**src/rtl/date_display_pkg.sv**
```systemverilog
// Shared constants for the date display: stored date table, seven-segment glyphs
// and blank/decimal-point masks.
package date_display_pkg;

   localparam int MAX_DATES  = 16;
   localparam int MAX_DIGITS = 8;

   localparam logic [7:0] SEG_BLANK = 8'hFF;
   localparam logic [7:0] SEG_DP    = 8'h80;

   // One BCD nibble per digit, digit 0 in the low nibble (08-21-03 reads 3,0,1,2,8,0).
   localparam logic [31:0] DATE_TABLE [MAX_DATES] = '{
      0:       32'h0008_2103,
      1:       32'h0008_2104,
      2:       32'h0012_3199,
      3:       32'h0001_0100,
      default: 32'h0000_0000
   };

   function automatic logic [7:0] seg_glyph(input logic [3:0] v);
      logic [7:0] g;
      case (v)
         4'h0: g = 8'hC0;
         4'h1: g = 8'hF9;
         4'h2: g = 8'hA4;
         4'h3: g = 8'hB0;
         4'h4: g = 8'h99;
         4'h5: g = 8'h92;
         4'h6: g = 8'h82;
         4'h7: g = 8'hF8;
         4'h8: g = 8'h80;
         4'h9: g = 8'h90;
         4'hA: g = 8'h88;
         4'hB: g = 8'h83;
         4'hC: g = 8'hC6;
         4'hD: g = 8'hA1;
         4'hE: g = 8'h86;
         default: g = 8'h8E;
      endcase
      return g | SEG_DP;
   endfunction

endpackage

```
**src/rtl/key_debounce.sv**
```systemverilog
// Active-low pushbutton conditioner: 2-flop synchroniser, stable-count debouncer and
// a one-cycle press pulse on the debounced 1->0 transition.
module key_debounce #(
   parameter int DEB_CYCLES = 500000
) (
   input  logic clk,
   input  logic reset,
   input  logic i_key_n,
   output logic o_press
);

   localparam int CW = $clog2(DEB_CYCLES + 1);

   logic [1:0]    r_sync;
   logic          r_level;
   logic [CW-1:0] r_cnt;
   logic          r_press;

   always_ff @(posedge clk) begin
      if (reset) begin
         r_sync  <= 2'b11;
         r_level <= 1'b1;
         r_cnt   <= '0;
         r_press <= 1'b0;
      end else begin
         r_sync  <= {r_sync[0], i_key_n};
         r_press <= 1'b0;
         // Any cycle matching the current level is a bounce and restarts the count.
         if (r_sync[1] != r_level) begin
            if (r_cnt == CW'(DEB_CYCLES - 1)) begin
               r_level <= r_sync[1];
               r_cnt   <= '0;
               r_press <= ~r_sync[1];
            end else begin
               r_cnt <= r_cnt + 1'b1;
            end
         end else begin
            r_cnt <= '0;
         end
      end
   end

   assign o_press = r_press;

endmodule

```
**src/rtl/date_display_ctrl.sv**
```systemverilog
// Switch-to-LED mirror with invert toggle and a selectable stored date on hex digits.
// Optional blink of the hex display is enabled with macro DATE_DISPLAY_BLINK_EN.
module date_display_ctrl
   import date_display_pkg::*;
#(
   parameter int LED_W        = 8,
   parameter int NUM_DIGITS   = 6,
   parameter int NUM_DATES    = 4,
   parameter int DEB_CYCLES   = 500000,
   parameter int BLINK_CYCLES = 12500000
) (
   input  logic                    clk,
   input  logic                    reset,
   input  logic [LED_W+1:0]        switch,
   input  logic [1:0]              key,
   output logic [LED_W+1:0]        leds,
   output logic [8*NUM_DIGITS-1:0] hex
);

   localparam int IDX_W = $clog2(NUM_DATES);

   logic [1:0]              w_press;
   logic                    r_invert;
   logic [IDX_W-1:0]        r_idx;
   logic [IDX_W-1:0]        w_idx_next;
   logic [3:0]              w_sel;
   logic [31:0]             w_date;
   logic                    w_phase;
   logic                    w_blank;
   logic [8*NUM_DIGITS-1:0] w_hex;
   logic [LED_W+1:0]        r_leds;
   logic [8*NUM_DIGITS-1:0] r_hex;

   for (genvar g = 0; g < 2; g++) begin : g_key
      key_debounce #(.DEB_CYCLES(DEB_CYCLES)) u_deb (
         .clk     (clk),
         .reset   (reset),
         .i_key_n (key[g]),
         .o_press (w_press[g])
      );
   end

   always_comb begin
      w_idx_next = r_idx;
      if (switch[LED_W])
         w_idx_next = (r_idx == '0) ? IDX_W'(NUM_DATES - 1) : r_idx - 1'b1;
      else
         w_idx_next = (r_idx == IDX_W'(NUM_DATES - 1)) ? '0 : r_idx + 1'b1;
   end

   // Both key events are independent, so a simultaneous press updates both.
   always_ff @(posedge clk) begin
      if (reset) begin
         r_invert <= 1'b0;
         r_idx    <= '0;
      end else begin
         if (w_press[0]) r_invert <= ~r_invert;
         if (w_press[1]) r_idx    <= w_idx_next;
      end
   end

`ifdef DATE_DISPLAY_BLINK_EN
   localparam int BW = $clog2(BLINK_CYCLES);

   logic [BW-1:0] r_blink_cnt;
   logic          r_phase;

   always_ff @(posedge clk) begin
      if (reset || !switch[LED_W+1]) begin
         r_blink_cnt <= '0;
         r_phase     <= 1'b0;
      end else if (r_blink_cnt == BW'(BLINK_CYCLES - 1)) begin
         r_blink_cnt <= '0;
         r_phase     <= ~r_phase;
      end else begin
         r_blink_cnt <= r_blink_cnt + 1'b1;
      end
   end

   assign w_phase = r_phase;
   assign w_blank = switch[LED_W+1] & r_phase;
`else
   logic w_unused_blink_sw;
   assign w_unused_blink_sw = switch[LED_W+1];
   assign w_phase           = 1'b0;
   assign w_blank           = 1'b0;
`endif

   assign w_sel  = 4'(r_idx);
   assign w_date = DATE_TABLE[w_sel];

   for (genvar d = 0; d < NUM_DIGITS; d++) begin : g_digit
      assign w_hex[8*d +: 8] = w_blank ? SEG_BLANK : seg_glyph(w_date[4*d +: 4]);
   end

   always_ff @(posedge clk) begin
      if (reset) begin
         r_leds <= '0;
         r_hex  <= {NUM_DIGITS{SEG_BLANK}};
      end else begin
         r_leds <= {w_phase, r_invert, switch[LED_W-1:0] ^ {LED_W{r_invert}}};
         r_hex  <= w_hex;
      end
   end

   assign leds = r_leds;
   assign hex  = r_hex;

endmodule

```
**config.mk**
```make
export PLATFORM = sky130hd
export DESIGN_NAME = date_display_ctrl
export DESIGN_NICKNAME = d
export VERILOG_FILES = /design/src/rtl/date_display_pkg.sv /design/src/rtl/key_debounce.sv /design/src/rtl/date_display_ctrl.sv
export SDC_FILE = /design/constraint.sdc
export NUM_CORES = 1
export LEC_CHECK = 0
export ABC_AREA = 1
export BUFFER_PORTS_ARGS = -buffer_cell sky130_fd_sc_hd__buf_2
export CAP_MARGIN = 40
export CORE_ASPECT_RATIO = 1.5
export CORE_MARGIN = 2
export CORE_UTILIZATION = 54
export CTS_BUF_LIST = sky130_fd_sc_hd__clkbuf_4 sky130_fd_sc_hd__clkbuf_8 sky130_fd_sc_hd__clkbuf_16
export DETAILED_ROUTE_END_ITERATION = 12
export PLACE_DENSITY = 0.76
export REMOVE_ABC_BUFFERS = 1
export SYNTH_ARGS = -nofsm -noshare
export SYNTH_HDL_FRONTEND = slang
export SYNTH_SLANG_ARGS = --single-unit
export TNS_END_PERCENT = 1
```
**constraint.sdc**
```tcl
create_clock -name clk -period 1.5 [get_ports clk]
set_input_delay 0.3 -clock clk [delete_from_list [all_inputs] [get_ports clk]]
set_output_delay 0.3 -clock clk [all_outputs]
set_load 0.05 [all_outputs]
```
Yosys cells after proc, flatten, opt, wreduce, memory -nomap -nowiden
Memories as Yosys holds them, arrays and structs flattened. A register that Yosys moved wholly into a read port is not among the register bits.
Index checks and enable logic that the tools add are counted.

word-level totals
  memories kept = 7
  output and inout port bits = 58
  register bits after elaboration = 65
  bits in read-only memories = 1184
  word-level logic and storage cells = 51
  input bits = 14

operators by class
  reductions and logical operators = 7
  eq/ne operators = 5
  bitwise logic cells = 9
  mux-type cells = 5
  order comparisons = 1
  add/subtract/negate cells = 4

memory list
  memory            depth  width  rd ports  clocked after Yosys merged registers in  wr ports  RTL line                 source
  (name not given)  16     32     1         0                                        0         date_display_ctrl.sv:90  assign w_date = DATE_TABLE[w_sel];
  (name not given)  16     7      1         1                                        0         date_display_pkg.sv:22   case (v)
  (name not given)  16     7      1         1                                        0         date_display_pkg.sv:22
  (name not given)  16     7      1         1                                        0         date_display_pkg.sv:22
  (name not given)  16     7      1         1                                        0         date_display_pkg.sv:22
  (name not given)  16     7      1         1                                        0         date_display_pkg.sv:22
  +1 memories       -      -      -         -                                        -         -

operator list
  kind                                               count
  two-way mux 24 bit                                 2
  adder 19 x 1 -> 19 bit (second input constant)     2
  equality test 19 bit (second input constant)       2
  OR reduction 3 bit                                 4
  bitwise XOR 8 bit                                  1
  NOT 1 bit                                          7
  two-way mux 2 bit                                  3
  >= comparator 5 bit (second input constant)        1
  NOT 2 -> 5 bit                                     1
  AND reduction 2 bit                                2
  adder 2 x 1 -> 2 bit (second input constant)       1
  equality test 2 bit (second input constant)        1
  zero test 2 bit                                    1
  inequality test 1 bit                              2
  subtractor 2 x 1 -> 2 bit (second input constant)  1

Depth between registers and ports, before layout
Gate-level depths: netlist (run 1).

  depth in word-level cells = 4
  mapped depth = 9
  mapped depth without buffers = 9

Hierarchy
From an unflattened synthesis (run 1), not the netlist that was laid out.

second synthesis, totals
  cells, all modules = 468
  area, all modules = 3562.2 um^2

modules (own cells, without submodules)
  module                         instances  sequential area each (um^2)  cells each  area each (um^2)
  date_display_ctrl              1          520.5                        132         1237.4
  key_debounce (g_key[1].u_deb)  1          460.4                        168         1177.4
  key_debounce (g_key[0].u_deb)  1          460.4                        168         1147.4

Worst setup path after synthesis (run 1)
Ideal clock, no wire load.

  path type = reg-to-output
  from = register hex[13] (netlist name)
  to = output port hex[10]
  path buffers = 1
  arrival = 1051 ps
  path slack = 149 ps
  cell stages (with the launch flop) = 2
  data required time = 1200 ps
  path through = dfxtp_1 > buf_4

RTL lines
  element    RTL line                 source
  to (decl)  date_display_ctrl.sv:17  output logic [8*NUM_DIGITS-1:0] hex

Final worst setup path (run 1)
  from = register g_key[0].u_deb.r_cnt[1]
  to = register g_key[0].u_deb.r_cnt[3]

on the way
  longest elaborated chain between the ends = 2
  elaborated cells between the ends (all ways) = 3
  classes of those cells = add/sub: 1; eq/ne: 1; reduce/logical: 1

RTL lines
  element                                                                         RTL line            source
  from (decl)                                                                     key_debounce.sv:16  logic [CW-1:0] r_cnt;
  from (signal assigned)                                                          key_debounce.sv:35  r_cnt <= r_cnt + 1'b1;
  parallel branches: the longest is 2 deep, another holds adder 19 x 1 -> 19 bit  -

Several ways; the timed one is not identified.
A chain may end at the register's enable or synchronous reset.

==> impl_results.md, run 1 <==
* Run status: complete, no violations
* Cells after Synth at roughly 440
* Clock buffer count from CTS at 9
* Initial drt markers at 97
* Yosys top cell by area: dfxtp_1
* Nets at around 510
* Slew @ Worst Pin at roughly 0.5 ns
* Routability Congestion at 0.8630
* Synth cell types at 36
* CP max FO at 9
* FFs w/ async S/R, synth at 0
* Detail Route Antenna Nets at 0
* Crit path max-delay cell type: dfxtp_1
* Crit-path cells: ha_2 -> nand3_2 -> inv_2 -> nand3_2 -> nand2_4 -> buf_4 -> a21oi_1
* Cell mode on critical path: nand3_2
* Row count at 35
* Overflow after GRT at 0
* Crit path from: g_key[0].u_deb.r_cnt[1]$_SDFF_PP0_
* Die area at around 0.0070 mm2
* WP data arrival at approximately 1.6 ns
* Slew Limit Fails at 0
* Cells on worst reg2reg path at 7
* Routed length per placed instance at about 11 um
* WS Path Type: reg -> reg
* Vias/cell at about 4.8
* Starting Density at 0.5576
* Core area at about 0.0061 mm2
* Clock Sinks at 73
* CTS HTree Levels at 3
* # diodes at 0
* Crit path required time at 1.75 ns
* Top-area cell type share of the netlist area at 0.4275
* Synth Cell Area at between 0.003 and 0.004 mm2
* Ports at around 70
* RSZ-0062 raised after global routing: false
* Crit share post-route at 0.9309
* Post-CTS Hold Buffers at 0
* Dominant synthesized flop cell: dfxtp_1
* Reg2Reg Launch Point: g_key[0].u_deb.r_cnt[1]$_SDFF_PP0_
* CTS tree: built
* Synth Area per Inst at a little under 8 um2
* Drt total wl at 5946 um
* Cell Pwr Density at about 1000 mW/mm2
* Yosys warns at 0
* CTS Buffer Depth at 2
* Residual DRC at 0
* Hold Fails Final Rpt at 0
* Worst Skew at roughly 0.0090 ns
* Initial antenna violation count at 0
* Placed cell area at approximately 0.0036 mm2
* Area delta synth->final at 12.74%
* Final min period at around 1.4 ns
* Total Routing Usage GR at 0.1815
* IO buf count at 57
* Fmax achieved at about 720 MHz
* # setup viols final at 0
* Max Cap Viol at 0
* Headroom to the max-slew limit at 0.6637
* WHS Path Cells at 2
* Design Area, Final at 0.003854 mm2
* Drt first pass iters at 5
* Register area share after synthesis at 0.4275
* Setup crit end kind: flip-flop
* VDD IR max at between 0.5 and 0.6 mV
* CP endpoint: g_key[0].u_deb.r_cnt[3]$_SDFF_PP0_
* Die height at ~100 um
* Pin count of the biggest net entering global routing at 20
* Reg-to-reg critical path endpoint: g_key[0].u_deb.r_cnt[3]$_SDFF_PP0_
* Critical Path Source Type: flip-flop
* Reg2Reg Setup Slack at approximately 0.10 ns
* First-pass GRT wire length at roughly 9500 um
* Place WS at between 0.03 and 0.04 ns
* Hold crit path type: in -> reg
* DP HPWL at approximately 4500 um
* Final worst slack at approximately 0.10 ns
* Worst path max stage delay at 0.35 ns
* Routed via count at roughly 2,700
* Later-pin clock latency in the skew report at about 0.35 ns
* Share of cells above drive strength 1 at 0.2648
* Root buffer cell: clkbuf_8
* Clock transition at path regs at 0.08 ns
* Leakage at 1.503 nW
* Area contributors post-synth: dfxtp_1 43%, nand2_1 10%, buf_4 7.5%
* DIE WIDTH at about 70 um
* Vias in the first global route at about 2,300
* Post-synth EDFFs at 0
* #FFs+latches synth at 73
Yosys cell counts, types with 5 or more instances:
master	count
or2_2	9
nor2_2	16
inv_1	39
a21oi_1	14
nor2_1	62
xor2_1	11
nand4_1	5
xnor2_1	14
nand3_1	16
ha_1	8
nand2_1	91
dfxtp_1	73
o21ai_0	5
buf_4	34
stage by stage:
step	cells	utilization	hold WS [ns]	power (mW)	setup TNS, ns
after floorplan	408	-	0.3277	2.342	-34.83
after global placement	548	0.5896	0.3918	2.437	0
after detailed placement	548	0.5896	0.3967	2.441	0
after CTS	564	0.6200	0.1270	3.870	0
after global routing	565	0.6286	0.1225	3.992	0
final	565	0.6286	0.1309	3.844	0
cell families after synthesis:
| group | after synthesis | synth area share |
|---|---|---|
| AND/OR/NAND/NOR | 222 | 0.2998 |
| other | 2 | 0.002197 |
| AO/OA/AOI/OAI | 25 | 0.04246 |
| adder cells (fa/ha/maj) | 8 | 0.02928 |
| flip-flops | 73 | 0.4275 |
| XOR/XNOR | 25 | 0.06406 |
| buffers and inverters | 82 | 0.1347 |
power breakdown:
group / leakage (nW) / internal, mW / switching (mW)
logic: 0.820 / 0.0837 / 0.335
clock network: 0.0863 / 0.633 / 0.810
registers: 0.596 / 1.97 / 0.0130
total: 1.50 / 2.69 / 1.16
repair_timing:
item	CTS	global route
endpoints found under the hold margin	0	0
endpoints found under the setup margin	0	31
setup buffers	0	1
gates resized for setup	0	19
routing by layer:
metal	vias up	part of all wire	track usage	routed length [um]
met5	-	0	0	0
met4	0	0.019	0.09050	112
met3	11	0.051	0.04000	306
met2	67	0.53	0.3351	3137
met1	1200	0.40	0.1839	2389
li1	1406	-	-	-
sequential cells by signal, indices dropped and copies added (netlist names):
name,flops
leds,9
g_key.u_deb.r_level,2
r_idx,2
r_invert,1
hex,15
g_key.u_deb.o_press,2
g_key.u_deb.r_cnt,38
g_key.u_deb.r_sync,4
final cells by class:
class                   count  area [um2]
multi-input cells         293        1556
clock buffers               9       123.9
inverters                  42       157.7
repair buffers             67       395.4
fillers                   534        2277
well taps                  74       92.59
clock inverters             7       62.56
flip-flops and latches     73        1465
critical path: cells and delay by family (launching register included):
kind,cells,cell delay (ns)
compound gates,1,0.05
fa+ha+maj,1,0.21
buf+inv,2,0.28
flops,1,0.35
simple gates,3,0.40
cell usage in the layout, fill, tap and decap left out, types with 2 or more instances in the layout:
master,n
nand2_1,90
dfxtp_1,70
nor2_1,61
buf_2,48
inv_1,38
nor2_2,17
nand3_1,16
a21oi_1,14
xnor2_1,14
conb_1,13
xor2_1,11
or2_2,9
clkbuf_8,9
clkbuf_4,9
buf_4,9
ha_1,6
nand4_1,5
o21ai_0,4
nor3_1,4
nand2_2,3
nor2_4,3
nand3_2,3
inv_2,3
nand3b_1,3
or2_0,3
clkinvlp_4,3
dfxtp_2,3
and2_1,2
ha_2,2
inv_8,2
inv_6,2
worst min path at each step:
stage / startpoint / to
detailed placement: g_key[0].u_deb.r_sync[0]$_SDFF_PP1_ / g_key[0].u_deb.r_sync[1]$_SDFF_PP1_
finish: key[1] / g_key[1].u_deb.r_sync[0]$_SDFF_PP1_
CTS: key[1] / g_key[1].u_deb.r_sync[0]$_SDFF_PP1_
global route: key[1] / g_key[1].u_deb.r_sync[0]$_SDFF_PP1_
floorplan: reset / hex[13]$_SDFF_PP1_
global placement: g_key[0].u_deb.r_sync[0]$_SDFF_PP1_ / g_key[0].u_deb.r_sync[1]$_SDFF_PP1_
Power figures use the tool's default switching activity.
==> inputs of run 2 (changes only) <==
--- a/config.mk
+++ b/config.mk
@@ -8,14 +8,15 @@
 export ABC_AREA = 1
 export BUFFER_PORTS_ARGS = -buffer_cell sky130_fd_sc_hd__buf_2
 export CAP_MARGIN = 40
-export CORE_ASPECT_RATIO = 1.5
+export CORE_ASPECT_RATIO = 1.75
 export CORE_MARGIN = 2
-export CORE_UTILIZATION = 54
+export CORE_UTILIZATION = 55
 export CTS_BUF_LIST = sky130_fd_sc_hd__clkbuf_4 sky130_fd_sc_hd__clkbuf_8 sky130_fd_sc_hd__clkbuf_16
 export DETAILED_ROUTE_END_ITERATION = 12
-export PLACE_DENSITY = 0.76
+export PLACE_DENSITY = 0.77
 export REMOVE_ABC_BUFFERS = 1
 export SYNTH_ARGS = -nofsm -noshare
 export SYNTH_HDL_FRONTEND = slang
+export SYNTH_HIERARCHICAL = 1
 export SYNTH_SLANG_ARGS = --single-unit
 export TNS_END_PERCENT = 1
==> run 2 against run 1 <==
Sequential power barely moved. Clock power rose by 30%. Highest routed layer unchanged. Largest cell class unchanged. Die area rose by 2.4%. Flip-flop and latch count fell by 1. Critical path type is now reg -> out. Largest power group unchanged. Critical endpoint is now hex[10]. Combinational power barely moved. Clock-buffer cell count rose by 2. Area after synthesis rose by 4.2%. Synthesized cell count rose by 7.1%. First-iteration DRC count rose by 37%. Critical path depth fell by 6. Sequential share of layout area fell by 1.7 points.
==> impl_results.md, run 2 <==
* Run status: complete, no violations
* Placed cell area at about 0.0037 mm2
* Crit path buf inv count at 1
* Routability Congestion at 0.9290
* # diodes at 0
* Final min period at 1.393 ns
* IO buf count at 57
* Hold Slack at 0.1251 ns
* Leakage at around 1.6 nW
* Max reg flops at 38
* WP data arrival at around 1.1 ns
* Ports at 72
* Total Routing Usage GR at 0.1964
* Largest Register: g_key.u_deb/r_cnt
* Clock Sinks at 72
* Row count at 38
* Post-synth EDFFs at 0
* WS Path Type: reg -> out
* Synth cell types at 27
* DP HPWL at between 4000 and 5000 um
* #FFs+latches synth at 72
* Initial drt markers at 133
* Drt first pass iters at 6
* Starting Density at 0.5719
* Overflow after GRT at 0
* Fillers at approximately 560
* Area delta synth->final at 11.27%
* Headroom to the max-slew limit at 0.6495
* Die area at just over 0.007 mm2
* Vias in the first global route at between 2,000 and 3,000
* Most frequent cells in the layout: 97 x nand2_1, 72 x dfxtp_1, 63 x nor2_1
* Crit share post-route at 0.9285
* Clock transition at path regs at approximately 0.07 ns
* CTS tree: built
* Pin count of the biggest net entering global routing at 18
* Yosys warns at 6
* RSZ-0062 raised after global routing: true
* FFs w/ async S/R, synth at 0
* Routed via count at between 2,000 and 3,000
* Util after Layout at 0.6364
* Fmax achieved at around 720 MHz
* Register area share after synthesis at 0.4046
* VDD IR max at roughly 0.88 mV
* Later-pin clock latency in the skew report at between 0.3 and 0.4 ns
* Cell Pwr Density at about 1100 mW/mm2
* Synth Cell Area at around 0.0036 mm2
* Hold Fails Final Rpt at 0
* Reg2Reg Setup Slack at 0.11 ns
* Routed length per placed instance at 10.90 um
* Crit-path cells: buf_2
* Root buffer cell: clkbuf_8
* Area contributors post-synth: dfxtp_1 40%, nand2_1 10%, buf_4 7.4%
* Crit path required time at 1.20 ns
* Slew Limit Fails at 0
* Nets at roughly 530
* Core area at a little over 0.006 mm2
* Crit path max-delay cell type: dfxtp_1
* Vias/cell at approximately 4.8
* Hold crit path type: in -> reg
* Setup crit end kind: primary output
* Cell with the most instances after synthesis: nand2_1
* Commonest cells in the synthesized netlist: 97 x nand2_1, 72 x dfxtp_1, 66 x nor2_1
* Post-CTS Setup Bufs at 0
* Slew @ Worst Pin at 0.5251 ns
* Drt total wl at 6495 um
* Max Cap Viol at 0
* Commonest non-fill, non-tap cell in the layout: nand2_1
* CTS Buffer Depth at 2
* Worst Skew at roughly 0.0042 ns
* Top-area cell type share of the netlist area at 0.4046
* # setup viols final at 0
* Detail Route Antenna Nets at 0
* Die height at ~110 um
* DIE WIDTH at between 60 and 70 um
* CP top delay family: flip-flops
* CTS HTree Levels at 3
* Residual DRC at 0
* First-pass GRT wire length at ~11,000 um
* Dominant synthesized flop cell: dfxtp_1
* Total Power at 4.240 mW
* Clock buffer count from CTS at 9
* Worst path max stage delay at 0.43 ns
* Synth Area per Inst at roughly 7.6 um2
* Critical Path Source Type: flip-flop
* Cells after Synth at between 400 and 500
* CP max FO at 10
* Initial antenna violation count at 0
* Share of cells above drive strength 1 at 0.2558
* Yosys top cell by area: dfxtp_1
* Design Area, Final at ~0.0040 mm2
[run 2: cells by family after synthesis]
kind of cell / synth area share
AND/OR/NAND/NOR: 0.3080
buffers and inverters: 0.1465
adder cells (fa/ha/maj): 0.02810
other: 0.002108
flip-flops: 0.4046
XOR/XNOR: 0.06885
AO/OA/AOI/OAI: 0.04180
[run 2: layout make-up]
cell class                 instances  area [um2]  share of cell area
clock buffer                      11       138.9             0.03504
clock inverter                     5       103.9             0.02620
inverter                          54       202.7             0.05114
multi-input combinational        313        1662              0.4192
sequential                        72        1441              0.3636
tap                               80       100.1             0.02525
timing repair buffer              61       315.3             0.07955
[run 2: layer usage]
metal	part of all wire	up-vias	GRT usage	wire length (um)
met4	0.034	0	0.1121	220
met2	0.57	63	0.3746	3719
li1	-	1472	-	-
met5	0	-	0	0
met1	0.35	1310	0.1744	2300
met3	0.039	19	0.05295	254
[run 2: final timing paths]
check                                                            to  cells after the start                                 from
worst max-delay path                                        hex[10]                      1                   hex[13]$_SDFF_PP1_
worst min-delay path            g_key[1].u_deb/r_sync[0]$_SDFF_PP1_                      2                               key[1]
worst max register to register   g_key[1].u_deb/r_cnt[3]$_SDFF_PP0_                      6   g_key[1].u_deb/r_cnt[1]$_SDFF_PP0_
worst min register to register  g_key[0].u_deb/r_sync[1]$_SDFF_PP1_                      1  g_key[0].u_deb/r_sync[0]$_SDFF_PP1_
[run 2: power breakdown]
part / internal, mW / switching (mW)
Sequential: 1.94 / 0.0126
Combinational: 0.0792 / 0.340
Clock: 1.15 / 0.722
Total: 3.17 / 1.07
[run 2: through the flow]
| step | setup TNS (ns) | instances | setup slack (ns) |
|---|---|---|---|
| final | 0 | 596 | 0.1073 |
| after global placement | 0 | 580 | 0.1058 |
| after global routing | -0.002319 | 596 | -0.002319 |
| after CTS | 0 | 596 | 0.05390 |
| after detailed placement | 0 | 580 | 0.06314 |
| after floorplan | -38.08 | 439 | -2.286 |
[run 2: timing repair]
item,4_1_cts,5_1_grt
hold buffers,0,0
setup endpoints to repair,0,31
resized for setup,0,6
==> inputs of run 3 (changes only) <==
==> constraint.sdc (replaced) <==
create_clock -name clk -period 1.3 [get_ports clk]
set_input_delay 0.26 -clock clk [delete_from_list [all_inputs] [get_ports clk]]
set_output_delay 0.26 -clock clk [all_outputs]
set_load 0.005 [all_outputs]
==> run 3 against run 2 <==
Sequential power grew 16%. Sequential share of layout area shrank 1.4 points. Routed wire length rose by 9.5%. First-iteration DRC count shrank 5.3%. Utilization up 3.7 points. Flip-flop and latch count is the same. Largest cell class unchanged. Hold slack worse by 0.046 ns. Clock power fell by 3%. Critical path depth increased by 7.
==> impl_results.md, run 3 (synthesis gave the netlist of run 2 again) <==
* Run status: complete, no violations
* Vias/cell at ~4.9
* Hold crit path type: in -> reg
* Largest Register: g_key.u_deb/r_cnt
* Multi-input gate area at 0.001750 mm2
* Hold Crit Endpoint: g_key[0].u_deb/r_sync[0]$_SDFF_PP1_
* Total Routing Usage GR at 0.2047
* Clock Sinks at 72
* Clock buffer count from CTS at 9
* Drt first pass iters at 4
* Placed cell count at 597
* Initial drt markers at around 130
* Row count at 38
* CP max FO at 4
* DP HPWL at 5176 um
* Pin count of the biggest net entering global routing at 18
* Hold Fails Final Rpt at 0
* Final min period at 1.300 ns
* Commonest non-fill, non-tap cell in the layout: nand2_1
* Root buffer cell: clkbuf_8
* Max reg flops at 38
* Register Area at between 0.001 and 0.0015 mm2
* Routed length per placed instance at 11.58 um
* Slew @ Worst Pin at 0.5127 ns
* Nets at around 550
* Share of cells above drive strength 1 at 0.3502
* Routed via count at roughly 3,000
* Max Cap Viol at 0
* Fmax achieved at about 770 MHz
* Post-route insts no fill at just over 600
* Reg2Reg Launch Point: g_key[1].u_deb/r_cnt[4]$_SDFF_PP0_
* Headroom to the max-slew limit at 0.6577
* Overflow after GRT at 0
* Clock transition at path regs at 0.08 ns
* VDD IR max at roughly 0.86 mV
* Slew Limit Fails at 0
* Total Power at between 4 and 5 mW
* Crit share post-route at 0.9998
* Setup crit end kind: flip-flop
* WHS Path Cells at 2
* Grt met3 use at 0.03870
* CTS tree: built
* WS Path Type: reg -> reg
* Post-CTS Hold Buffers at 0
* Initial antenna violation count at 0
* # diodes at 0
* Core area at 0.006228 mm2
* Residual DRC at 0
* Vias in the first global route at 2,833
* Reg2Reg Setup Slack at between 0.0002 and 0.00025 ns
* Cells on worst reg2reg path at 8
* Later-pin clock latency in the skew report at 0.36 ns
* Hold path startpoint: key[0]
* CTS HTree Levels at 3
* Met1 usage at 0.1782
* Reg-to-reg critical path endpoint: g_key[1].u_deb/r_cnt[16]$_SDFF_PP0_
* Area delta synth->final at 17.74%
* Met2 track demand over resource at 0.4048
* # setup viols final at 0
* Drt total wl at 7112 um
* Fillers at 529
* Place WS at -0.06086 ns
* Worst Skew at about 0.011 ns
* Die height at 110.5 um
* IO buf count at 57
* CTS Buffer Depth at 2
* WP data arrival at approximately 1.6 ns
* Ports at 72
* Final worst slack at 0.0002198 ns
* Crit path required time at 1.61 ns
* Die area at 0.007162 mm2
* DIE WIDTH at 64.84 um
* Critical Path Source Type: flip-flop
* First-pass GRT wire length at 11,540 um
* Detail Route Antenna Nets at 0
* Starting Density at 0.5719
* Leakage at 1.698 nW
* Cell Pwr Density at 1015 mW/mm2
* GRT Max-Usage Layer: met2
* RSZ-0062 raised after global routing: true
* Most frequent cells in the layout: 94 x nand2_1, 57 x buf_2, 56 x nor2_1
* Routability Congestion at between 0.9 and 1
==> run 3: how the worst max path moves through the flow <==
stage / to / depth (start not counted) / slack (ns) / startpoint
final: g_key[1].u_deb/r_cnt[16]$_SDFF_PP0_ / 8 / 0.0002 / g_key[1].u_deb/r_cnt[4]$_SDFF_PP0_
after global placement: g_key[0].u_deb/r_cnt[15]$_SDFF_PP0_ / 8 / -0.02 / g_key[0].u_deb/r_cnt[0]$_SDFF_PP0_
after CTS: g_key[1].u_deb/r_level$_SDFFE_PP1P_ / 8 / -0.02 / g_key[1].u_deb/r_cnt[0]$_SDFF_PP0_
after floorplan: g_key[1].u_deb/r_cnt[16]$_SDFF_PP0_ / 8 / 0.003 / g_key[1].u_deb/r_cnt[0]$_SDFF_PP0_
after detailed placement: g_key[1].u_deb/r_cnt[18]$_SDFF_PP0_ / 6 / -0.06 / g_key[1].u_deb/r_cnt[0]$_SDFF_PP0_
after global routing: g_key[1].u_deb/r_cnt[16]$_SDFF_PP0_ / 8 / -0.04 / g_key[1].u_deb/r_cnt[4]$_SDFF_PP0_
==> run 3: critical path, stage by stage, from the launching register on <==
cell	delay (ns)
dfxtp_2	0.39
nand2_1	0.12
nor2_1	0.26
nand2_2	0.13
nor2_1	0.14
nand2_1	0.06
nand2_1	0.06
nand2_1	0.05
inv_1	0.05
==> run 3: area by class of cell <==
| type | count | share of cell area |
|---|---|---|
| clock buffer | 10 | 0.03282 |
| clock inverter | 6 | 0.01611 |
| inverter | 54 | 0.04952 |
| multi-input combinational | 313 | 0.4174 |
| sequential | 72 | 0.3499 |
| tap | 80 | 0.02387 |
| timing repair buffer | 79 | 0.1104 |
==> run 3: per-stage QoR <==
| stage | utilization | cell area, um2 | hold WS, ns | TNS [ns] |
|---|---|---|---|---|
| after global routing | 0.6734 | 4194 | 0.07632 | -0.2910 |
| after floorplan | - | 3284 | 0.2877 | 0 |
| final | 0.6734 | 4194 | 0.07907 | 0 |
| after detailed placement | 0.6165 | 3840 | 0.4160 | -0.6834 |
| after global placement | 0.6165 | 3840 | 0.3947 | -0.06828 |
| after CTS | 0.6541 | 4074 | 0.07203 | -0.06860 |
==> run 3: routing by layer <==
metal / vias up / routed length (um)
li1: 1509 / -
met5: - / 0
met1: 1382 / 2464
met2: 68 / 4204
met3: 20 / 236
met4: 0 / 206
==> run 3: what timing repair did <==
action	4_1_cts	5_1_grt
endpoints found under the hold margin	0	0
gates resized for setup	9	45
endpoints found under the setup margin	28	49
pin swaps	0	9
setup buffers	0	1
==> run 3: power breakdown <==
part	switching (mW)	internal [mW]	total, mW
Sequential	0.0158	2.24	2.26
Combinational	0.100	0.0938	0.194
Clock	0.865	0.944	1.81
Total	0.981	3.28	4.26
